===== src/rtl/inst_prefetch_queue.sv =====
// Instruction prefetch queue: a single-outstanding sequential fetcher that fills a small FIFO
// of {instruction, pc} for decode. A redirect flushes the queue and any in-flight fetch.
module inst_prefetch_queue #(
   parameter int unsigned           INST_WIDTH = 16,
   parameter int unsigned           ADDR_WIDTH = 16,
   parameter int unsigned           DEPTH      = 4,
   parameter logic [ADDR_WIDTH-1:0] RESET_PC   = '0
) (
   input  logic                  clk,
   input  logic                  reset,
   output logic                  mem_req_valid,
   output logic [ADDR_WIDTH-1:0] mem_req_addr,
   input  logic                  mem_req_ready,
   input  logic                  mem_resp_valid,
   input  logic [INST_WIDTH-1:0] mem_resp_data,
   input  logic                  redirect,
   input  logic [ADDR_WIDTH-1:0] redirect_addr,
   input  logic                  stall,
   output logic                  inst_valid,
   output logic [INST_WIDTH-1:0] inst,
   output logic [ADDR_WIDTH-1:0] inst_pc
);

   localparam int unsigned      PTR_W    = (DEPTH > 1) ? $clog2(DEPTH) : 1;
   localparam int unsigned      CNT_W    = $clog2(DEPTH + 1);
   localparam logic [CNT_W-1:0] FULL_CNT = CNT_W'(DEPTH);

   typedef enum logic [1:0] {
      IDLE = 2'd0,
      WAIT = 2'd1,
      DROP = 2'd2
   } state_t;

   state_t                state;
   state_t                state_nxt;

   logic [INST_WIDTH-1:0] inst_mem [DEPTH];
   logic [ADDR_WIDTH-1:0] pc_mem   [DEPTH];
   logic [PTR_W-1:0]      rd_ptr;
   logic [PTR_W-1:0]      wr_ptr;
   logic [CNT_W-1:0]      count;
   logic [ADDR_WIDTH-1:0] fetch_pc;
   logic [ADDR_WIDTH-1:0] req_pc;
   logic [INST_WIDTH-1:0] last_inst;
   logic [ADDR_WIDTH-1:0] last_pc;

   logic                  req_fire;
   logic                  push;
   logic                  pop;

   assign req_fire   = mem_req_valid & mem_req_ready;
   assign push       = (state == WAIT) & mem_resp_valid & ~redirect;
   assign inst_valid = (count != '0);
   assign pop        = inst_valid & ~stall & ~redirect;

   // Head is read straight from its slot; when empty, the last presented value is held.
   assign inst    = inst_valid ? inst_mem[rd_ptr] : last_inst;
   assign inst_pc = inst_valid ? pc_mem[rd_ptr]   : last_pc;

   // State register
   always_ff @(posedge clk or posedge reset) begin
      if (reset) begin
         state <= IDLE;
      end else begin
         state <= state_nxt;
      end
   end

   // Next state: a response always retires the single outstanding fetch, even in a redirect
   // cycle, so the machine never waits for a response that will not come.
   always_comb begin
      state_nxt = state;
      case (state)
         IDLE: begin
            if (req_fire) begin
               state_nxt = WAIT;
            end
         end
         WAIT: begin
            if (mem_resp_valid) begin
               state_nxt = IDLE;
            end else if (redirect) begin
               state_nxt = DROP;
            end
         end
         DROP: begin
            if (mem_resp_valid) begin
               state_nxt = IDLE;
            end
         end
         default: state_nxt = IDLE;
      endcase
   end

   // Outputs: request only with space reserved for the response, never in a redirect cycle
   always_comb begin
      mem_req_valid = 1'b0;
      mem_req_addr  = fetch_pc;
      if (!reset && (state == IDLE) && (count < FULL_CNT) && !redirect) begin
         mem_req_valid = 1'b1;
      end
   end

   // Fetch pointer, queue storage and occupancy
   always_ff @(posedge clk or posedge reset) begin
      if (reset) begin
         fetch_pc  <= RESET_PC;
         req_pc    <= RESET_PC;
         rd_ptr    <= '0;
         wr_ptr    <= '0;
         count     <= '0;
         last_inst <= '0;
         last_pc   <= '0;
         for (int unsigned i = 0; i < DEPTH; i++) begin
            inst_mem[i] <= '0;
            pc_mem[i]   <= '0;
         end
      end else begin
         last_inst <= inst;
         last_pc   <= inst_pc;
         if (redirect) begin
            fetch_pc <= redirect_addr;
            rd_ptr   <= '0;
            wr_ptr   <= '0;
            count    <= '0;
         end else begin
            if (req_fire) begin
               fetch_pc <= fetch_pc + ADDR_WIDTH'(1);
               req_pc   <= fetch_pc;
            end
            if (push) begin
               inst_mem[wr_ptr] <= mem_resp_data;
               pc_mem[wr_ptr]   <= req_pc;
               wr_ptr           <= wr_ptr + PTR_W'(1);
            end
            if (pop) begin
               rd_ptr <= rd_ptr + PTR_W'(1);
            end
            if (push && !pop) begin
               count <= count + CNT_W'(1);
            end else if (pop && !push) begin
               count <= count - CNT_W'(1);
            end
         end
      end
   end

endmodule


===== config.mk =====
export PLATFORM = sky130hd
export DESIGN_NAME = inst_prefetch_queue
export DESIGN_NICKNAME = d
export VERILOG_FILES = /design/src/rtl/inst_prefetch_queue.sv
export SDC_FILE = /design/constraint.sdc
export NUM_CORES = 1
export LEC_CHECK = 0
export ABC_CLOCK_PERIOD_IN_PS = 5500
export BUFFER_PORTS_ARGS = -buffer_cell sky130_fd_sc_hd__buf_2
export CORE_MARGIN = 2
export CORE_UTILIZATION = 25
export CTS_CLUSTER_SIZE = 10
export DETAILED_ROUTE_END_ITERATION = 10
export GPL_TIMING_DRIVEN = 0
export SETUP_SLACK_MARGIN = 0.15
export SLEW_MARGIN = 20
export SYNTH_ARGS = -nofsm -noshare
export SYNTH_HDL_FRONTEND = slang
export SYNTH_SLANG_ARGS = --single-unit

===== constraint.sdc =====
create_clock -name clk -period 5.5 [get_ports clk]
set_input_delay 0.55 -clock clk [delete_from_list [all_inputs] [get_ports clk]]
set_output_delay 0.55 -clock clk [all_outputs]
set_load 0.01 [all_outputs]

==> out/results.ini, run 1 <==
[status]
status = finished clean

[yosys]
synth.area.top_cells = dfrtp_1, mux2_2, mux4_2
synth_top_cell_by_area = dfrtp_1
synth_edf_count = 0
syn_area_mm2 = 0.00872
syn_avg_cell_area_um2 = 15.3
synth-async-reset-ratio_pct = 100
synth_nets = 615
synth.distinct_cells = 38
ys_seq_area_share_pct = 57.7
ys_seq_elements = 201
syn_inst = 571
yosysTopAreaCellShare_pct = 57.7
synthFlopType = dfrtp_1
yosys_warnings = 0

[setup_path]
critPathArrivalTime_ns = 2.68
start_kind = flop
crit_start = rd_ptr[0]$_DFFE_PP0P_
crit_path_max_fanout = 10
worst-path-buf-inv = 3
cp_cell_sequence = clkbuf_1 -> buf_2 -> mux4_2 -> mux2_2 -> buf_2
cp.required_ns = 4.95
r2r_start = state[0]$_DFFE_PP0P_
slowest_stage = mux4_2
cpPeakStageDelay_ns = 0.57
endpoint_kind = output pin
critPathKind = reg2out
critical_path.top_delay_family = buffers and inverters
critPathMostFrequentCell = buf_2

[run]
max_cap_viol_count = 0

[route]
drc = 0
detail_route.iter0.violations = 280
wl_per_cell_um = 16.8
vias_per_cell = 4.48
detail-route-antenna-nets = 0
num_vias = 5133
drt_wl_total_mm = 19.3
firstDrtPassIters = 4

[power_and_ir_drop]
leakage_nw = 4.90
ir_worst_vdd_v = 0.000217
power_density_mw_per_mm2 = 465
finalPower_mw = 4.89

[cts]
tritoncts = done
cts_buffers = 24
cts.sink_count = 201
clk_latency_ns = 0.50
htreeDepth = 1
cts_resized = 0
cts-hold-fix-buffers = 0
cts_setup_buffers = 0
clkTransAtPathRegs_ns = 0.05
clockRootBuffer = clkbuf_16
max-clock-path-buffers = 3

[timing]
skew_ns = 0.0112
setup_ws_ns = 2.27
slew_violations = 0
timing.hold.ws_ns = 0.0827
hold_viol_final = 0
fin_crit_sh_pct = 58.7
fmax_mhz = 310
period_needed_ns = 3.23
tns_ns = 0
slew_headroom_pct = 47.8
tightest_slew_ns = 0.783
setup_viol = 0
rsz0062_at_grt = no

[floorplan]
dieArea_mm2 = 0.0364
coreArea_mm2 = 0.0345
die_w_um = 191
io_pins = 88
rows = 68
die_height_um = 191
start_util_pct = 25.3

[cells_and_area]
syn2layout_area_growth_pct = 20.6
layout_common_cells = dfrtp_1, mux2_2, buf_2
antenna_cells = 0
fin_nets = 734
drive_above_1_share_pct = 50.9
layoutNonFillerInstCount = 1147
fill_cells = 3470
final_area_mm2 = 0.0105
final_util_pct = 30.5
layout_commonest_cell = dfrtp_1

[place]
place.port_buffers = 86
dp.final_hpwl_mm = 13.6
placed_area_mm2 = 0.00987
placedCellCount = 1119
pre_cts_ws_ns = 2.48
gp_congestion = 0.769

[global_route]
grt-ovfl-total = 0
grt_util_all_layers_pct = 10.9
grt_pass1_wl_mm = 31.1
grt_max_degree = 34
antenna_found_initial = 1
grt_pass1_vias = 5418

[worst_hold_path]
hold_path.class = in2async

## metal layers
metal,wire length (µm),track usage [%],vias up
met1,9230,15.2,2665
met5,0,0,-
li1,-,-,2334
met4,346,2.47,0
met3,854,2.21,26
met2,8830,17.3,108
## cell type report
| cell class | instances | area (µm²) | area share, % |
|---|---|---|---|
| well taps | 455 | 569 | 5.42 |
| plain buffers | 29 | 129 | 1.23 |
| multi-input cells | 331 | 3520 | 33.5 |
| flip-flops and latches | 201 | 5030 | 47.8 |
| repair buffers | 93 | 578 | 5.50 |
| clock inverters | 1 | 8.76 | 0.0833 |
| clock buffers | 27 | 633 | 6.02 |
| inverters | 10 | 41.3 | 0.393 |
## kinds of logic (layout without fill, tap and decap cells)
family / after synthesis / after routing / share of synthesized area, %
adders and majority gates: 6 / 6 / 0.947
and+or+nand+nor: 77 / 77 / 5.02
buffers and inverters: 39 / 160 / 1.91
xor gates and xnor gates: 11 / 11 / 1.10
AOI/OAI and AO/OA: 26 / 26 / 1.98
DFF: 201 / 201 / 57.7
muxes: 211 / 211 / 31.4
## synthesized netlist by cell type, types with 5 or more instances
cell and n:
nor2_1 13, o311ai_0 9, o21ai_0 11, inv_1 9, buf_2 16, nand2_1 26
clkbuf_1 11, ha_1 5, nand4_1 5, xor2_1 7, nand3_1 7, dfrtp_1 201
mux4_2 32, mux2_2 177
## state kept, by name (all words and copies together) (netlist names)
name          cells
count             3
inst_mem         64
last_inst        16
last_pc          16
mem_req_addr     16
pc_mem           64
rd_ptr            2
req_pc           16
state             2
wr_ptr            2
## path summary, 6_finish.rpt
| path | end | slack, ns | cells after the start |
|---|---|---|---|
| max in group asynchronous | inst_mem[32]$_DFFE_PP0P_ | 4.57 | 5 |
| min in group clk | state[1]$_DFFE_PP0P_ | 0.25 | 2 |
| hold / removal | pc_mem[56]$_DFFE_PP0P_ | 0.08 | 2 |
| hold reg to reg | last_inst[1]$_DFF_PP0_ | 0.49 | 1 |
| setup / recovery | inst[14] | 2.27 | 5 |
| setup reg to reg | count[2]$_DFFE_PP0P_ | 3.09 | 6 |
## where the power goes
group	leakage (nW)	switching, mW	internal (mW)
clock	0.315	0.552	0.800
sequential	2.66	0.204	1.80
combinational	1.92	0.750	0.781
total	4.90	1.51	3.38
Power figures use the tool's default switching activity.
==> inputs of run 2 (changes only) <==
--- a/config.mk
+++ b/config.mk
@@ -5,7 +5,7 @@
 export SDC_FILE = /design/constraint.sdc
 export NUM_CORES = 1
 export LEC_CHECK = 0
-export ABC_CLOCK_PERIOD_IN_PS = 5500
+export ABC_CLOCK_PERIOD_IN_PS = 3300
 export BUFFER_PORTS_ARGS = -buffer_cell sky130_fd_sc_hd__buf_2
 export CORE_MARGIN = 2
 export CORE_UTILIZATION = 25
==> constraint.sdc (replaced) <==
create_clock -name clk -period 3.3 [get_ports clk]
set_input_delay 0.33 -clock clk [delete_from_list [all_inputs] [get_ports clk]]
set_output_delay 0.33 -clock clk [all_outputs]
set_load 0.01 [all_outputs]
==> run 2 against run 1 <==
  * Largest power group unchanged
  * Final cell count is essentially flat
  * Die area is the same
  * Via count is the same
  * Clock skew is essentially flat
  * Sequential share of layout area shrank 0.074 points
  * Routed wire length is essentially flat
==> out/results.ini, run 2 (synthesized netlist as in run 1, its figures left out) <==
[floorplan]
coreArea_mm2 = 0.0345
die_height_um = 191
die_w_um = 191
start_util_pct = 25.3
dieArea_mm2 = 0.0364
io_pins = 88
rows = 68

[power_and_ir_drop]
power_density_mw_per_mm2 = 774
leakage_nw = 4.90
p_comb_share_pct = 31.4
ir_worst_vdd_v = 0.000362
intPower_mw = 5.64
switchingPower_mw = 2.51
clkPwrFrac_pct = 27.7
power_frac_seq_pct = 40.9
finalPower_mw = 8.15
sw_frac_of_total_pct = 30.8

[place]
placedCellCount = 1119
dp.final_hpwl_mm = 13.6
place.port_buffers = 86
placed_area_mm2 = 0.00987
gp_congestion = 0.769

[route]
wl_per_cell_um = 16.8
detail_route.iter0.violations = 281
detail-route-antenna-nets = 0
drt_wl_total_mm = 19.3
firstDrtPassIters = 4
num_vias = 5133
drc = 0
vias_per_cell = 4.47

[timing]
tightest_slew_ns = 0.800
slew_violations = 0
rsz0062_at_grt = no
period_needed_ns = 2.97
timing.hold.ws_ns = 0.0310
setup_viol = 0
slew_headroom_pct = 46.7
fin_crit_sh_pct = 89.9
hold_viol_final = 0
skew_ns = 0.0110
fmax_mhz = 337

[global_route]
grt-ovfl-total = 0
grt_pass1_wl_mm = 31.1
grt_util_all_layers_pct = 10.9
grt_pass1_vias = 5412
grt_max_degree = 34
antenna_found_initial = 1

[cells_and_area]
layout_commonest_cell = dfrtp_1
reg.largest.list = inst_mem: 64 flops, pc_mem: 64 flops
fin_nets = 735
layout_common_cells = dfrtp_1, mux2_2, buf_2
syn2layout_area_growth_pct = 20.7
antenna_cells = 0
drive_above_1_share_pct = 50.9
layoutNonFillerInstCount = 1148
final_area_mm2 = 0.0105
final_util_pct = 30.6

[worst_hold_path]
whs_path_depth = 2
hold_path.class = in2reg

[setup_path]
critPathKind = reg2out
crit_path_max_fanout = 10
critPathArrivalTime_ns = 2.64
endpoint_kind = output pin
start_kind = flop
ff2ff_path_depth = 6
cp.required_ns = 2.97

[cts]
tritoncts = done
clk_latency_ns = 0.50
clockRootBuffer = clkbuf_16
cts_buffers = 24
max-clock-path-buffers = 3
htreeDepth = 1
clkTransAtPathRegs_ns = 0.05
cts.sink_count = 201

[run]
max_cap_viol_count = 0

[status]
status = finished clean

## run 2: timing repair
| action | 4_1_cts | 5_1_grt |
|---|---|---|
| endpoints found under the setup margin | 0 | 28 |
| hold buffers | 1 | 0 |
| endpoints found under the hold margin | 10 | 0 |
| buffers inserted | 0 | 0 |
| gates resized for setup | 0 | 4 |
## run 2: power by group through the flow
stage               Sequential, mW  Combinational [mW]  Clock [mW]
finish                        3.34                2.56        2.26
global route                  3.42                2.80        2.42
CTS                           3.34                2.64        2.33
detailed placement            3.38                2.62           0
global placement              3.36                2.56           0
floorplan                     3.25                1.77           0
## run 2: per-stage QoR
stage | setup TNS [ns] | setup WS [ns]
after floorplan | 0 | 0.368
after global placement | -195.57 | -0.992
after detailed placement | 0 | 0.495
after CTS | 0 | 0.193
after global routing | 0 | 0.213
final | 0 | 0.332
## run 2: layer usage
layer | GRT usage [%] | wire length, µm | vias up
met5 | 0 | 0 | -
met4 | 2.47 | 346 | 0
met3 | 2.21 | 973 | 26
met2 | 17.3 | 8830 | 122
met1 | 15.2 | 9110 | 2651
li1 | - | - | 2334
## run 2: layout make-up
type | instances | area (µm²)
inverter | 10 | 41.3
clock buffer | 27 | 633
multi-input combinational | 331 | 3520
fill | 3471 | 23900
timing repair buffer | 94 | 588
tap | 455 | 569
clock inverter | 1 | 8.76
buffer | 29 | 135
sequential | 201 | 5030
## run 2: final timing paths
| path | startpoint | end | slack, ns |
|---|---|---|---|
| min | mem_resp_valid | state[1]$_DFFE_PP0P_ | 0.03 |
| max in group asynchronous | reset | inst_mem[32]$_DFFE_PP0P_ | 2.05 |
| max | rd_ptr[1]$_DFFE_PP0P_ | inst[3] | 0.33 |
| min in group asynchronous | reset | pc_mem[56]$_DFFE_PP0P_ | 0.40 |
| max reg2reg | state[0]$_DFFE_PP0P_ | count[2]$_DFFE_PP0P_ | 0.90 |
| min reg2reg | last_inst[1]$_DFF_PP0_ | last_inst[1]$_DFF_PP0_ | 0.49 |
## run 2: critical path: stages (launching register included)
cell	delay, ns
dfrtp_1	0.31
clkbuf_1	0.31
clkbuf_1	0.65
mux4_2	0.42
mux2_2	0.29
buf_2	0.15
==> inputs of run 3 (changes only) <==
--- a/config.mk
+++ b/config.mk
@@ -5,6 +5,7 @@
 export SDC_FILE = /design/constraint.sdc
 export NUM_CORES = 1
 export LEC_CHECK = 0
+export ABC_AREA = 1
 export ABC_CLOCK_PERIOD_IN_PS = 3300
 export BUFFER_PORTS_ARGS = -buffer_cell sky130_fd_sc_hd__buf_2
 export CORE_MARGIN = 2
==> run 3 against run 2 <==
  * Sequential power about the same
  * Clock skew is 0.0099 ns higher
  * Sequential share of layout area shrank 2.3 points
  * Maximum frequency rose by 0.80%
  * Largest cell class unchanged
==> out/results.ini, run 3 <==
[route]
vias_per_cell = 4.58
drt_wl_total_mm = 25.8
detail-route-antenna-nets = 0
wl_per_cell_um = 15.6
detail_route.iter0.violations = 498
drc = 0
num_vias = 7567
firstDrtPassIters = 6

[worst_hold_path]
hold_end = mem_req_addr[8]$_DFFE_PP0P_
min_from = redirect_addr[8]
whs_path_depth = 3
hold_path.class = in2reg

[cts]
htreeDepth = 1
clockRootBuffer = clkbuf_16
cts.sink_count = 201
cts_buffers = 24
cts_setup_buffers = 0
cts-hold-fix-buffers = 1
clkTransAtPathRegs_ns = 0.06
tritoncts = done
cts_resized = 0
clk_latency_ns = 0.52
max-clock-path-buffers = 3

[setup_path]
critPathKind = reg2out
endpoint_kind = output pin
r2r_start = count[2]$_DFFE_PP0P_
cp_cell_sequence = inv_2 -> clkbuf_1 -> clkbuf_1 -> o21ai_0 -> a31oi_1 -> buf_2
crit_start = rd_ptr[0]$_DFFE_PP0P_
crit_path_max_fanout = 10
cpPeakStageDelay_ns = 0.48
critPathArrivalTime_ns = 2.61
r2r_slack_ns = 1.22
critical_path.top_delay_family = buffers and inverters
critPathMostFrequentCell = clkbuf_1
worst-path-buf-inv = 4
slowest_stage = clkbuf_1
start_kind = flop
ff2ff_path_depth = 12
timing.rr.end = count[2]$_DFFE_PP0P_
cp.required_ns = 2.97

[yosys]
synth_top_family_by_area = simple AND/OR/NAND/NOR gates
synth-compound-area-share_pct = 16.2
yosys-top-cells-count = nand2_1, dfrtp_1, nor2_1
synth_xor_xnor_area_share_pct = 0.382
synthAdderAreaFrac_pct = 0.901
synth-async-reset-ratio_pct = 100
syn_inst = 1057
synth_edf_count = 0
yosys_warnings = 0
synth_top_cell_by_area = dfrtp_1
syn_avg_cell_area_um2 = 8.67
ys_seq_area_share_pct = 54.9
ys_seq_elements = 201
syn_area_mm2 = 0.00917
synth.area.top_cells = dfrtp_1, nand2_1, nor2_1
synth_simple_gate_area_share_pct = 20.1
synthMuxAreaShare_pct = 0
synthFlopType = dfrtp_1
synth_nets = 1101
synth_most_common_cell = nand2_1
synth.distinct_cells = 33
yosysTopAreaCellShare_pct = 54.9

[floorplan]
dieArea_mm2 = 0.0382
io_pins = 88
rows = 70
die_w_um = 196
die_height_um = 196
start_util_pct = 25.2
coreArea_mm2 = 0.0363

[cells_and_area]
fill_cells = 3858
layout_commonest_cell = nand2_1
fin_nets = 1223
final_area_mm2 = 0.0111
drive_above_1_share_pct = 18.2
syn2layout_area_growth_pct = 20.6
final_util_pct = 30.4
antenna_cells = 0
layout_common_cells = nand2_1, dfrtp_1, nor2_1
layoutNonFillerInstCount = 1652
reg.largest.list = inst_mem: 64 flops, pc_mem: 64 flops

[place]
gp_congestion = 0.822
dp.final_hpwl_mm = 18.2
place.port_buffers = 87
placed_area_mm2 = 0.0104
placedCellCount = 1620

[power_and_ir_drop]
ir_worst_vdd_v = 0.000422
leakage_nw = 5.20
power_density_mw_per_mm2 = 777

[timing]
setup_viol = 0
slew_violations = 0
fin_crit_sh_pct = 89.2
skew_ns = 0.0209
rsz0062_at_grt = no
slew_headroom_pct = 56.5
hold_viol_final = 0
timing.hold.ws_ns = 0.0246
tightest_slew_ns = 0.653
period_needed_ns = 2.94
fmax_mhz = 340

[global_route]
met2_usage_pct = 21.7
grt_util_met3_pct = 2.30
top_usage_layer = met2
grt_max_degree = 32
antenna_found_initial = 1
grt-ovfl-total = 0
grt_util_all_layers_pct = 13.7
grt_pass1_wl_mm = 41.9
grt_pass1_vias = 7528
gr-usage-met1_pct = 20.0

[status]
status = finished clean

[run]
max_cap_viol_count = 0

run 3: worst reg2reg max path, delay by kind of cell, from the launching register on:
kind | cells | cell delay, ns
xor gates and xnor gates | 1 | 0.19
adders and majority gates | 1 | 0.38
buffers and inverters | 2 | 0.12
DFF | 1 | 0.40
and+or+nand+nor | 8 | 0.87
run 3: per-stage QoR:
stage	setup slack, ns	setup TNS (ns)	power (mW)
after floorplan	-1.10	-34.04	5.11
after global placement	-2.81	-297.89	6.26
after detailed placement	0.876	0	6.33
after CTS	0.341	0	8.69
after global routing	0.187	0	9.20
final	0.356	0	8.59
run 3: power by group:
group / internal, mW / total, mW / leakage, nW / switching, mW
Combinational: 0.990 / 2.94 / 2.22 / 1.95
Clock: 1.37 / 2.34 / 0.324 / 0.973
Sequential: 3.04 / 3.31 / 2.65 / 0.270
Total: 5.40 / 8.59 / 5.20 / 3.19
run 3: area by class of cell:
class	count	area (µm²)	share of cell area [%]
buffer	60	443	4.00
clock buffer	30	654	5.92
clock inverter	1	5.00	0.0452
inverter	67	255	2.31
multi-input combinational	729	3460	31.3
sequential	201	5030	45.5
tap	468	586	5.29
timing repair buffer	96	628	5.68
run 3: cell families after synthesis:
logic type,Yosys count
xor gates and xnor gates,4
AOI/OAI and AO/OA,259
DFF,201
buffers and inverters,127
and+or+nand+nor,460
adders and majority gates,6
run 3: worst max path at each step:
stage / depth (start not counted) / endpoint / slack [ns]
floorplan: 7 / mem_req_addr[0]$_DFFE_PP0P_ / -1.10
global placement: 8 / mem_req_addr[0]$_DFFE_PP0P_ / -2.81
detailed placement: 6 / inst_pc[8] / 0.88
CTS: 6 / inst_pc[8] / 0.34
global route: 6 / inst_pc[8] / 0.19
finish: 6 / inst_pc[8] / 0.36
run 3: metal layers:
metal	part of all wire, %	wire length, µm	vias up
met5	0	0	-
met4	1.5	385	0
met3	5.4	1400	29
met2	45	11500	216
met1	48	12400	3646
li1	-	-	3676
